[config.mk]
export PLATFORM = sky130hd
export DESIGN_NAME = fetch_stage
export DESIGN_NICKNAME = d
export VERILOG_FILES = /design/src/rtl/fetch_stage.sv
export SDC_FILE = /design/constraint.sdc
export NUM_CORES = 1
export LEC_CHECK = 0
export ABC_CLOCK_PERIOD_IN_PS = 2250
export BUFFER_PORTS_ARGS = -buffer_cell sky130_fd_sc_hd__clkbuf_2
export CELL_PAD_IN_SITES_DETAIL_PLACEMENT = 2
export CELL_PAD_IN_SITES_GLOBAL_PLACEMENT = 2
export CORE_AREA = 2 2 116 118
export CTS_BUF_LIST = sky130_fd_sc_hd__clkbuf_2 sky130_fd_sc_hd__clkbuf_4 sky130_fd_sc_hd__clkbuf_8
export DETAILED_ROUTE_END_ITERATION = 10
export DIE_AREA = 0 0 118 120
export HOLD_SLACK_MARGIN = 0.12
export MAX_ROUTING_LAYER = met4
export PLACE_DENSITY_LB_ADDON = 0.05
export SETUP_SLACK_MARGIN = 0.3
export SYNTH_ARGS = -nofsm -noshare
export SYNTH_HDL_FRONTEND = slang
export SYNTH_SLANG_ARGS = --single-unit
[constraint.sdc]
create_clock -name clk -period 2.25 [get_ports clk]
set_input_delay 0.45 -clock clk [delete_from_list [all_inputs] [get_ports clk]]
set_output_delay 0.45 -clock clk [all_outputs]
set_load 0.1 [all_outputs]
[src/rtl/fetch_stage.sv]
// Instruction fetch stage: owns the PC, addresses instr_mem, and buffers fetched
// {pc, instr} pairs in a small circular queue that feeds decode over valid/ready.
module fetch_stage #(
    parameter logic [15:0] RESET_PC = 16'h0000,
    parameter int          DEPTH    = 2
) (
    input  logic        clk,
    input  logic        rst_n,
    output logic [15:0] imem_addr,
    input  logic [15:0] imem_instr,
    input  logic        halt,
    input  logic        redirect_valid,
    input  logic [15:0] redirect_pc,
    output logic        out_valid,
    input  logic        out_ready,
    output logic [15:0] out_instr,
    output logic [15:0] out_pc,
    output logic        empty
);

    localparam int             PW       = (DEPTH > 1) ? $clog2(DEPTH) : 1;
    localparam logic [15:0]    PC_INIT  = RESET_PC & 16'hFFFE;
    localparam logic [PW:0]    CNT_FULL = (PW + 1)'(DEPTH);
    localparam logic [PW:0]    CNT_ONE  = (PW + 1)'(1);
    localparam logic [PW-1:0]  PTR_ONE  = PW'(1);

    logic [15:0]   r_pc;
    logic [15:0]   r_q_pc    [DEPTH];
    logic [15:0]   r_q_instr [DEPTH];
    logic [PW-1:0] r_wptr;
    logic [PW-1:0] r_rptr;
    logic [PW:0]   r_count;

    logic w_pop;
    logic w_push;
    logic w_space;

    // Head is hidden during a redirect so decode can never consume a stale entry.
    assign out_valid = (r_count != '0) & ~redirect_valid;
    assign w_pop     = out_valid & out_ready;
    assign w_space   = (r_count < CNT_FULL) | w_pop;
    assign w_push    = ~halt & ~redirect_valid & w_space;

    assign imem_addr = r_pc;
    assign empty     = (r_count == '0);
    assign out_instr = r_q_instr[r_rptr];
    assign out_pc    = r_q_pc[r_rptr];

    always_ff @(posedge clk or negedge rst_n) begin
        if (!rst_n) begin
            r_pc    <= PC_INIT;
            r_wptr  <= '0;
            r_rptr  <= '0;
            r_count <= '0;
        end else if (redirect_valid) begin
            r_pc    <= {redirect_pc[15:1], 1'b0};
            r_wptr  <= '0;
            r_rptr  <= '0;
            r_count <= '0;
        end else begin
            if (w_push) begin
                r_pc   <= r_pc + 16'd2;
                r_wptr <= r_wptr + PTR_ONE;
            end
            if (w_pop) begin
                r_rptr <= r_rptr + PTR_ONE;
            end
            case ({w_push, w_pop})
                2'b10:   r_count <= r_count + CNT_ONE;
                2'b01:   r_count <= r_count - CNT_ONE;
                default: r_count <= r_count;
            endcase
        end
    end

    // Storage is cleared on reset so the head reads as zero until the first fetch lands.
    always_ff @(posedge clk or negedge rst_n) begin
        if (!rst_n) begin
            for (int i = 0; i < DEPTH; i++) begin
                r_q_pc[i]    <= 16'h0000;
                r_q_instr[i] <= 16'h0000;
            end
        end else if (w_push) begin
            r_q_pc[r_wptr]    <= r_pc;
            r_q_instr[r_wptr] <= imem_instr;
        end
    end

endmodule
==> flow_summary.json <==
{
  "grt_first_pass_wirelength_mm": 16.42,
  "finalHoldViolCount": 0,
  "synth.distinct_cells": 41,
  "drc_errors": 0,
  "vias_per_cell": 4.701,
  "whs_path_depth": 3,
  "startpoint_type": "flop",
  "fin_nets": 420,
  "die_x_um": 118,
  "rsz0062_at_grt": "true",
  "htreeDepth": 3,
  "cts.sink_count": 81,
  "dpl_cell_area_um2": 4972,
  "postLayoutCoreUtil": 0.4024,
  "yosys_warnings": 0,
  "avgRoutedWirePerCell_um": 17.43,
  "powerDensity_nw_per_um2": 1224,
  "setup-tns-final_ns": 0,
  "p_sw_frac": 0.4339,
  "crit_required_ns": 1.80,
  "syn_avg_cell_area_um2": 13.06,
  "report.final.slew_viol_count": 0,
  "die_h_um": 120,
  "status": "complete, no violations",
  "cp_slowest_cell": "dfrtp_1",
  "whs_ns": 0.2869,
  "clockRootBuffer": "clkbuf_8",
  "clk_latency_ns": 0.37,
  "reg2reg_from": "r_count[1]",
  "setup_violations": 0,
  "antenna_cells": 0,
  "reg2reg_depth": 5,
  "design_area_um2": 5224,
  "end_kind": "primary output",
  "p_int_w": 0.003620,
  "crit_chain": "buf_12 -> mux2_2 -> buf_12",
  "p_leak_nw": 2.239,
  "synth_common_cells": "mux2_2, dfrtp_1, nand2_1",
  "netlist_instances": 290,
  "drv_cap": 0,
  "drt_iter0_drc": 73,
  "max_freq_ghz": 0.4959,
  "grt_max_degree": 37,
  "synthFlopType": "dfrtp_1",
  "fin_worst_skew_ns": 0.009301,
  "first_global_vias": 3016,
  "critPathArrivalTime_ns": 1.57,
  "synth_area_leader_cell": "dfrtp_1",
  "min_from": "redirect_pc[1]",
  "path_max_fanout": 25,
  "numCtsBuffers": 9,
  "grt_usage": 0.1569,
  "placementRows": 42,
  "tightest_slew_ns": 0.5580,
  "yosysMostFrequentCell": "mux2_2",
  "ios": 87,
  "areaGrowthSynthToFinish_pct": 37.97,
  "combPwrFrac": 0.503,
  "p_seq_frac": 0.322,
  "synth.area.top_cells": "dfrtp_1, mux2_2, nand2_1, o21ai_0, buf_6",
  "p_sw_w": 0.002774,
  "timing.max_slew.rel_slack": 0.6296,
  "synth_edf_count": 0,
  "ant_nets": 0,
  "crit_path_frequent_cell": "buf_12",
  "min_period_ns": 2.017,
  "clk_pin_slew_ns": 0.09,
  "fp.dieArea_um2": 14160,
  "gp_congestion": 0.6727,
  "yosysSeqAreaShare": 0.5354,
  "yosysTopAreaCellShare": 0.5354,
  "start_util": 0.2917,
  "min_to": "imem_addr[1]",
  "reg2reg_to": "r_q_instr[2]",
  "regToRegSetupSlack_ns": 0.42,
  "grt_overflow": 0,
  "crit_type": "flop to primary output",
  "netlist_area_um2": 3786,
  "drt-pass1-iter-count": 4,
  "min_period_over_period": 0.8962,
  "ir_drop_mv": 0.4604,
  "coreArea_um2": 12980,
  "clk_path_buf_depth": 2,
  "numPortBuffers": 83,
  "async_reset_ff_frac": 1.000,
  "finalWirelength_mm": 9.794,
  "ys_ff_latch": 81,
  "grt_antenna_before_repair": 0,
  "num_vias": 2642,
  "cts_tree": "done",
  "dpl.hpwl_mm": 6.837,
  "drive_gt1_frac": 0.5699,
  "hp-class": "input pin to flop",
  "p_clk_frac": 0.175,
  "slowest_delay_ns": 0.40
}
-- cell type report --
cell class / count / area (um2)
fillers: 1340 / 7756
flip-flops and latches: 81 / 2042
multi-input cells: 190 / 1685
repair buffers: 97 / 1066
well taps: 176 / 220.2
clock buffers: 12 / 158.9
clock inverters: 3 / 40.04
inverters: 3 / 11.26
-- worst max path at each step --
stage / from / endpoint / slack (ns)
3_3_place_gp: out_ready / r_q_instr[8] / 0.29
2_1_floorplan: r_rptr / out_pc[10] / 0.37
3_5_place_dp: out_ready / r_q_instr[2] / 0.24
5_1_grt: r_rptr / out_pc[2] / 0.15
4_1_cts: r_rptr / out_pc[2] / 0.18
6_report: r_rptr / out_pc[2] / 0.23
-- metal layers --
metal | GRT usage | vias to the layer above | part of all wire
met4 | 0.07455 | 0 | 0.020
li1 | - | 1220 | -
met3 | 0.03184 | 12 | 0.036
met1 | 0.1892 | 1352 | 0.45
met5 | - | - | 0
met2 | 0.2533 | 58 | 0.49
-- through the flow --
stage                     power (W)  cells  worst slack, ns
after floorplan            0.004244    291           0.3735
after global placement     0.005252    545           0.2880
after detailed placement   0.005307    545           0.2402
after CTS                  0.006502    562           0.1767
after global routing       0.006700    562           0.1520
final                      0.006394    562           0.2335
-- sequential cells by signal (all words and copies together) (netlist names) --
signal and cells:
r_q_instr 32, r_q_pc 30, imem_addr 15, r_count 2
r_rptr 1, r_wptr 1
-- logic make-up after synthesis --
logic type,after synthesis,synth area share
other,1,0.0009905
AO/OA/AOI/OAI,25,0.04032
multiplexers,94,0.2792
flip-flops,81,0.5354
AND/OR/NAND/NOR,59,0.08725
adder cells (fa/ha/maj),1,0.003304
buffers and inverters,20,0.03271
XOR/XNOR,9,0.02082
-- power by group through the flow --
stage                     Combinational (W)  Clock, W  Sequential, W
after CTS                           0.00326   0.00118        0.00207
after floorplan                     0.00203         0        0.00221
after global routing                0.00334   0.00123        0.00212
after global placement              0.00319         0        0.00207
after detailed placement            0.00322         0        0.00209
final                               0.00322   0.00112        0.00206
-- worst max-delay path, delay by kind of cell (launching register included) --
kind / cells / cell delay (ns)
mux: 1 / 0.40
buf+inv: 2 / 0.39
flops: 1 / 0.40
-- what timing repair did --
item / 4_1_cts / 5_1_grt
hold buffers: 1 / 0
endpoints found under the setup margin: 32 / 32
cloned: 0 / 0
resized for setup: 9 / 1
endpoints found under the hold margin: 34 / 0
setup buffers: 1 / 0
-- placed cells by master (no fill, tap or decap), types with 2 or more instances in the layout --
| master | instances |
|---|---|
| dfrtp_1 | 69 |
| inv_1 | 3 |
| xnor2_1 | 4 |
| o21ai_0 | 11 |
| and3_1 | 2 |
| o31ai_1 | 2 |
| nand4_1 | 3 |
| mux2_1 | 4 |
| mux2_2 | 83 |
| mux2_4 | 6 |
| xor2_1 | 5 |
| or4_1 | 4 |
| nor2_1 | 8 |
| conb_1 | 2 |
| buf_4 | 9 |
| nand3_1 | 6 |
| o211ai_1 | 3 |
| clkbuf_4 | 2 |
| a31oi_1 | 4 |
| clkbuf_2 | 49 |
| nand2_1 | 17 |
| or3_1 | 2 |
| buf_12 | 36 |
| clkbuf_8 | 11 |
| nor2_4 | 2 |
| clkinv_2 | 2 |
| dfrtp_2 | 12 |
| nand2b_1 | 2 |
| a21oi_1 | 2 |
Power figures use the tool's default switching activity.
